`config.mk`:
```
export PLATFORM = sky130hd
export DESIGN_NAME = block_move_ctrl
export DESIGN_NICKNAME = d
export VERILOG_FILES = /design/src/rtl/tetris_pkg.sv /design/src/rtl/block_move_ctrl_gravity_timer.sv /design/src/rtl/block_move_ctrl.sv
export SDC_FILE = /design/constraint.sdc
export NUM_CORES = 1
export LEC_CHECK = 0
export BUFFER_PORTS_ARGS = -buffer_cell sky130_fd_sc_hd__buf_2
export CORE_MARGIN = 2
export CORE_UTILIZATION = 50
export DETAILED_ROUTE_END_ITERATION = 10
export MAX_ROUTING_LAYER = met4
export PLACE_DENSITY = 0.77
export REMOVE_ABC_BUFFERS = 1
export SETUP_SLACK_MARGIN = 0.2
export SLEW_MARGIN = 10
export SYNTH_ARGS = -nofsm -noshare
export SYNTH_HDL_FRONTEND = slang
export SYNTH_SLANG_ARGS = --single-unit
```
`constraint.sdc`:
```
create_clock -name clk -period 2.5 [get_ports clk]
set_input_delay 0.5 -clock clk [delete_from_list [all_inputs] [get_ports clk]]
set_output_delay 0.5 -clock clk [all_outputs]
set_load 0.03 [all_outputs]
```
`src/rtl/tetris_pkg.sv`:
```
// Shared Tetris definitions: move-controller FSM encoding, spawn coordinates,
// move request ids and board dimensions.
package tetris_pkg;

  localparam int unsigned COORD_W = 10;
  localparam int unsigned BOARD_W = 20;
  localparam int unsigned BOARD_H = 20;
  localparam int unsigned SPAWN_X = 9;
  localparam int unsigned SPAWN_Y = 0;

  typedef enum logic [2:0] {
    ST_IDLE,
    ST_QUERY,
    ST_WAIT,
    ST_DECIDE,
    ST_LOCK,
    ST_SPAWN_Q,
    ST_SPAWN_W,
    ST_OVER
  } state_t;

  // Request ids double as bit positions in the pending-flag vector.
  typedef enum logic [2:0] {
    REQ_ROT   = 3'd0,
    REQ_LEFT  = 3'd1,
    REQ_RIGHT = 3'd2,
    REQ_DOWN  = 3'd3,
    REQ_GRAV  = 3'd4
  } req_t;

  localparam int unsigned NUM_REQ = 5;

endpackage

```
`src/rtl/block_move_ctrl_gravity_timer.sv`:
```
// gravity_timer: free-running 0..DROP_TICKS-1 counter; o_tick is high for the
// cycle in which it wraps.
//  clk, rst : clock, async active-high reset
//  i_en     : count enable
//  i_clr    : synchronous clear to 0 (wins over counting, suppresses tick)
//  o_tick   : one-cycle wrap pulse
module gravity_timer #(
  parameter int unsigned DROP_TICKS = 50_000_000
) (
  input  logic clk,
  input  logic rst,
  input  logic i_en,
  input  logic i_clr,
  output logic o_tick
);

  localparam logic [31:0] LAST = 32'(DROP_TICKS - 1);

  logic [31:0] r_cnt;

  always_ff @(posedge clk or posedge rst) begin
    if (rst)             r_cnt <= '0;
    else if (i_clr)      r_cnt <= '0;
    else if (i_en)       r_cnt <= (r_cnt == LAST) ? '0 : r_cnt + 32'd1;
  end

  assign o_tick = i_en && !i_clr && (r_cnt == LAST);

endmodule

```
`src/rtl/block_move_ctrl.sv`:
```
// block_move_ctrl: arbitrates player moves and gravity, forms one candidate
// placement, asks the collision checker about it and then commits (refresh)
// or locks the piece and respawns. Flags game over on a colliding spawn.
//  clk, rst                     : clock, async active-high reset
//  btn_left/right/rot/down      : one-cycle request pulses
//  cur_x/cur_y/cur_rot          : committed placement from block_pos
//  collide                      : checker result, CHK_LAT cycles after query
//  cand_x/cand_y/cand_rot       : candidate placement to block_pos / checker
//  query/refresh/respawn/lock   : one-cycle control pulses
//  game_over                    : sticky until rst
module block_move_ctrl #(
  parameter int unsigned DROP_TICKS = 50_000_000,
  parameter int unsigned SPAWN_X    = tetris_pkg::SPAWN_X,
  parameter int unsigned SPAWN_Y    = tetris_pkg::SPAWN_Y,
  parameter int          CHK_LAT    = 1
) (
  input  logic       clk,
  input  logic       rst,
  input  logic       btn_left,
  input  logic       btn_right,
  input  logic       btn_rot,
  input  logic       btn_down,
  input  logic [9:0] cur_x,
  input  logic [9:0] cur_y,
  input  logic [9:0] cur_rot,
  input  logic       collide,
  output logic [9:0] cand_x,
  output logic [9:0] cand_y,
  output logic [9:0] cand_rot,
  output logic       query,
  output logic       refresh,
  output logic       respawn,
  output logic       lock,
  output logic       game_over
);
  import tetris_pkg::*;

  // WAIT covers the CHK_LAT-1 cycles between QUERY and DECIDE; SPAWN_W
  // covers all CHK_LAT cycles after the spawn query.
  localparam logic [1:0] WAIT_LAST = 2'(CHK_LAT >= 2 ? CHK_LAT - 2 : 0);
  localparam logic [1:0] SPWN_LAST = 2'(CHK_LAT - 1);

  state_t             r_state, w_state_nxt;
  req_t               r_req, w_req_nxt;
  logic [NUM_REQ-1:0] r_pend, w_pend_nxt, w_pend_eff, w_new;
  logic [9:0]         r_cand_x, r_cand_y, w_cand_x, w_cand_y;
  logic [1:0]         r_cand_rot, w_cand_rot;
  logic [1:0]         r_wcnt, w_wcnt_nxt;
  logic               w_tick, w_grav_en, w_grav_clr;
  logic               w_unused;

  assign w_unused = ^cur_rot[9:2];

  gravity_timer #(.DROP_TICKS(DROP_TICKS)) u_grav (
    .clk    (clk),
    .rst    (rst),
    .i_en   (w_grav_en),
    .i_clr  (w_grav_clr),
    .o_tick (w_tick)
  );

  assign w_grav_en = (r_state != ST_OVER);

  // Same-cycle arrivals are visible to IDLE so a pulse can be served at once.
  assign w_new      = {w_tick, btn_down, btn_right, btn_left, btn_rot};
  assign w_pend_eff = r_pend | w_new;

  always_ff @(posedge clk or posedge rst) begin
    if (rst) begin
      r_state    <= ST_IDLE;
      r_req      <= REQ_ROT;
      r_pend     <= '0;
      r_cand_x   <= '0;
      r_cand_y   <= '0;
      r_cand_rot <= '0;
      r_wcnt     <= '0;
    end else begin
      r_state    <= w_state_nxt;
      r_req      <= w_req_nxt;
      r_pend     <= w_pend_nxt;
      r_cand_x   <= w_cand_x;
      r_cand_y   <= w_cand_y;
      r_cand_rot <= w_cand_rot;
      r_wcnt     <= w_wcnt_nxt;
    end
  end

  always_comb begin
    w_state_nxt = r_state;
    w_req_nxt   = r_req;
    w_pend_nxt  = w_pend_eff;
    w_cand_x    = r_cand_x;
    w_cand_y    = r_cand_y;
    w_cand_rot  = r_cand_rot;
    w_wcnt_nxt  = 2'd0;
    w_grav_clr  = 1'b0;
    query       = 1'b0;
    refresh     = 1'b0;
    respawn     = 1'b0;
    lock        = 1'b0;
    case (r_state)
      ST_IDLE: begin
        if (w_pend_eff[REQ_ROT]) begin
          w_pend_nxt[REQ_ROT] = 1'b0;
          w_req_nxt   = REQ_ROT;
          w_cand_x    = cur_x;
          w_cand_y    = cur_y;
          w_cand_rot  = cur_rot[1:0] + 2'd1;
          w_state_nxt = ST_QUERY;
        end else if (w_pend_eff[REQ_LEFT]) begin
          w_pend_nxt[REQ_LEFT] = 1'b0;
          // Left at the wall is dropped here; all other bounds are the checker's.
          if (cur_x != 10'd0) begin
            w_req_nxt   = REQ_LEFT;
            w_cand_x    = cur_x - 10'd1;
            w_cand_y    = cur_y;
            w_cand_rot  = cur_rot[1:0];
            w_state_nxt = ST_QUERY;
          end
        end else if (w_pend_eff[REQ_RIGHT]) begin
          w_pend_nxt[REQ_RIGHT] = 1'b0;
          w_req_nxt   = REQ_RIGHT;
          w_cand_x    = cur_x + 10'd1;
          w_cand_y    = cur_y;
          w_cand_rot  = cur_rot[1:0];
          w_state_nxt = ST_QUERY;
        end else if (w_pend_eff[REQ_DOWN] || w_pend_eff[REQ_GRAV]) begin
          if (w_pend_eff[REQ_DOWN]) begin
            w_pend_nxt[REQ_DOWN] = 1'b0;
            w_req_nxt = REQ_DOWN;
          end else begin
            w_pend_nxt[REQ_GRAV] = 1'b0;
            w_req_nxt = REQ_GRAV;
          end
          w_cand_x    = cur_x;
          w_cand_y    = cur_y + 10'd1;
          w_cand_rot  = cur_rot[1:0];
          w_state_nxt = ST_QUERY;
        end
      end
      ST_QUERY: begin
        query       = 1'b1;
        w_state_nxt = (CHK_LAT > 1) ? ST_WAIT : ST_DECIDE;
      end
      ST_WAIT: begin
        w_wcnt_nxt = r_wcnt + 2'd1;
        if (r_wcnt == WAIT_LAST) w_state_nxt = ST_DECIDE;
      end
      ST_DECIDE: begin
        if (!collide) begin
          refresh     = 1'b1;
          w_state_nxt = ST_IDLE;
        end else if (r_req == REQ_DOWN || r_req == REQ_GRAV) begin
          w_state_nxt = ST_LOCK;
        end else begin
          w_state_nxt = ST_IDLE;
        end
      end
      ST_LOCK: begin
        lock        = 1'b1;
        respawn     = 1'b1;
        w_grav_clr  = 1'b1;
        w_pend_nxt[REQ_GRAV] = 1'b0;
        w_pend_nxt[REQ_DOWN] = 1'b0;
        w_cand_x    = 10'(SPAWN_X);
        w_cand_y    = 10'(SPAWN_Y);
        w_cand_rot  = 2'd0;
        w_state_nxt = ST_SPAWN_Q;
      end
      ST_SPAWN_Q: begin
        query       = 1'b1;
        w_state_nxt = ST_SPAWN_W;
      end
      ST_SPAWN_W: begin
        w_wcnt_nxt = r_wcnt + 2'd1;
        if (r_wcnt == SPWN_LAST) w_state_nxt = collide ? ST_OVER : ST_IDLE;
      end
      ST_OVER: begin
        w_pend_nxt = r_pend;
      end
      default: w_state_nxt = ST_IDLE;
    endcase
  end

  assign cand_x    = r_cand_x;
  assign cand_y    = r_cand_y;
  assign cand_rot  = {8'b0, r_cand_rot};
  assign game_over = (r_state == ST_OVER);

endmodule
```
==> run_results.csv <==
group,metric,value,unit
clocking,clockBufferDepth,2,
clocking,hold_buffers,0,
placed_design,place_congestion,0.9988,
timing,setup_viol_count_final,0,
drt,firstDrtPassIters,4,
drt,drt_iter0_markers,203,
global_route,grt_max_degree,68,
logic_synthesis,synthFlopType,"dfrtp_1",
placed_design,io_buffer_count,55,
drt,vias_per_cell,5.838,
clocking,tritoncts,"yes",
drt,drt-total-wl,9392,um
placed_design,dpl.hpwl,6659,um
global_route,grt_pass1_wl,15660,um
timing,finalCritPeriodShare,0.8854,
floorplanning,die_area,0.008889,mm2
global_route,grt.total_usage,0.2267,
floorplanning,boundaryPins,72,
global_route,grt_antenna_before_repair,0,
timing,hold_viol_final,0,
logic_synthesis,synth.distinct_cells,61,
timing,clock.fmax,0.4518,GHz
flow_run,maxCapViolCount,0,
clocking,numCtsBuffers,9,
timing,relSlewSlack,0.6521,
clocking,cts_sinks,67,
layout,drive_gt1_frac,0.2180,
floorplanning,start_util,0.5220,
clocking,clk_latency,0.35,ns
worst_setup_path,arrival,2.44,ns
placed_design,dp_cells,608,
drt,wl_per_cell,15.03,um
logic_synthesis,synth_seq_area_share,0.4114,
layout,area_delta_synth_final,17.72,%
hold_path,hold_class,"in -> async",
global_route,grt_pass1_vias,3361,
layout,utilization,0.6144,
worst_setup_path,r2r_end,"u_grav.r_cnt[30]$_DFFE_PP0P_",
worst_setup_path,ff2ff_setup_slack,0.29,ns
logic_synthesis,async_flop_share,1.000,
drt,drc_errors,0,
placed_design,placed_area,0.004502,mm2
floorplanning,core,0.007807,mm2
worst_setup_path,cp_max_fo,7,
outcome,status,"finished clean",
floorplanning,die_height,94.28,um
logic_synthesis,synthCells,458,
power_and_ir_drop,irDropWorstVdd,0.4001,mV
worst_setup_path,required,2.73,ns
clocking,htree_levels,3,
floorplanning,die_w,94.28,um
timing,min_period,2.214,ns
worst_setup_path,worstRegToRegCells,6,
layout,final_cell_mix,"dfrtp_1 (66), buf_2 (55), nand2_1 (52)",
power_and_ir_drop,p_per_area,868.5,mW/mm2
clocking,cts.clk_slew.worst_paths,0.08,ns
logic_synthesis,synth_edf_count,0,
power_and_ir_drop,leakage,2.097,nW
logic_synthesis,syn_area_per_cell,8.898,um2
timing,rsz0062_at_grt,"no",
drt,routed-via-count,3649,
clocking,root_buffer,"clkbuf_8",
worst_setup_path,end_kind,"register",
worst_setup_path,crit_type,"reg -> reg",
timing,tightest_slew,0.5199,ns
worst_setup_path,r2r_start,"u_grav.r_cnt[0]$_DFFE_PP0P_",
global_route,grt_overflow_total,0,
timing,fin_skew,0.01311,ns
logic_synthesis,yosys_warnings,0,
drt,ant_nets,0,
layout,fin_area,0.004797,mm2
layout,nets,561,
layout,n_antenna_cell,0,
layout,final_cells,625,
floorplanning,rows,32,
worst_setup_path,startpoint_type,"register",
layout,layout_commonest_cell,"dfrtp_1",
timing,final_max_slew_viol_count,0,
logic_synthesis,ys_ff_latch,67,
logic_synthesis,syn-cell-area,0.004075,mm2
==> metrics by stage <==
step           total power, mW  worst slack [ns]  hold slack [ns]  setup TNS [ns]
3_3_place_gp             3.008            0.1471           0.4153               0
6_report                 4.166            0.2864           0.2001               0
5_1_grt                  4.420            0.2037           0.2519               0
4_1_cts                  4.183            0.2155           0.2261               0
2_1_floorplan            2.571           -0.1374           0.4032         -0.1374
3_5_place_dp             3.047           0.07319           0.4204               0
==> power breakdown <==
part / switching, mW / internal (mW) / total, mW
Sequential: 0.230 / 1.36 / 1.59
Combinational: 0.904 / 0.552 / 1.46
Clock: 0.451 / 0.671 / 1.12
==> final cells by class <==
type / instances / area (um2)
clock inverter: 7 / 125.1
tap: 102 / 127.6
sequential: 67 / 1678
clock buffer: 9 / 123.9
fill: 678 / 3010
timing repair buffer: 78 / 473.0
inverter: 15 / 60.06
multi-input combinational: 347 / 2210
==> cells in the mapped netlist (4+ instances only) <==
library cell / count / share of area
dfrtp_1: 67 / 0.41
nand2_1: 52 / 0.048
a21oi_1: 27 / 0.033
o21ai_0: 26 / 0.032
nor2_1: 23 / 0.021
nand3_1: 22 / 0.027
o2bb2ai_1: 20 / 0.043
clkbuf_1: 18 / 0.017
inv_1: 15 / 0.014
nand4_1: 15 / 0.023
a31oi_1: 14 / 0.021
and3_1: 12 / 0.018
nor4_1: 12 / 0.018
xnor2_1: 12 / 0.026
xor2_1: 12 / 0.026
buf_4: 9 / 0.017
and2_1: 7 / 0.011
nor3_1: 7 / 0.0086
buf_2: 6 / 0.0074
ha_1: 6 / 0.018
nand2b_1: 5 / 0.0077
o31a_1: 5 / 0.011
a41oi_1: 4 / 0.0086
or4_1: 4 / 0.0074
==> worst max-delay path by stage <==
stage	from	end	slack [ns]
finish	u_grav.r_cnt[0]$_DFFE_PP0P_	u_grav.r_cnt[30]$_DFFE_PP0P_	0.29
detailed placement	cur_x[0]	cand_x[3]$_DFFE_PP0P_	0.07
global route	u_grav.r_cnt[0]$_DFFE_PP0P_	u_grav.r_cnt[30]$_DFFE_PP0P_	0.20
CTS	u_grav.r_cnt[0]$_DFFE_PP0P_	u_grav.r_cnt[30]$_DFFE_PP0P_	0.22
floorplan	btn_left	r_req[0]$_DFFE_PP0P_	-0.14
global placement	btn_left	cand_x[3]$_DFFE_PP0P_	0.15
==> worst max-delay path, cell delays in order, from the launching register on <==
cell     delay (ns)
dfrtp_2        0.41
ha_2           0.22
and3_2         0.24
nand2_1        0.13
or4_4          0.60
o211a_1        0.23
a211o_1        0.26
==> layer usage <==
layer  part of all wire  wire length, um  track usage  vias to the layer above
met2               0.48             4546       0.3726                       90
li1                   -                -            -                     1799
met3              0.054              506      0.04655                        7
met5                  0                0            -                        -
met4             0.0062               58      0.06401                        0
met1               0.46             4280       0.2855                     1753
==> timing repair <==
item                                    in CTS  in global routing
gates cloned                                 0                  0
hold endpoints to repair                     0                  0
endpoints found under the setup margin       3                 31
setup buffers                                0                  1
gates resized for setup                      1                  8
==> sequential cells by signal, indices dropped and copies added, names as in the netlist <==
register      cells
r_cand_rot        2
cand_y           10
r_pend            5
r_wcnt            2
u_grav.r_cnt     32
cand_x           10
r_state           3
r_req             3
==> cells by family (layout without fill, tap and decap cells) <==
logic type / after synthesis / after routing / share of synthesized area
and+or+nand+nor: 177 / 177 / 0.2306
adders and majority gates: 6 / 6 / 0.01842
AOI/OAI and AO/OA: 128 / 128 / 0.2158
muxes: 4 / 4 / 0.01013
DFF: 67 / 67 / 0.4114
other: 1 / 8 / 0.0009202
buffers and inverters: 51 / 109 / 0.06109
xor gates and xnor gates: 24 / 24 / 0.05158
Note: power is estimated with default switching activity, not from simulation.
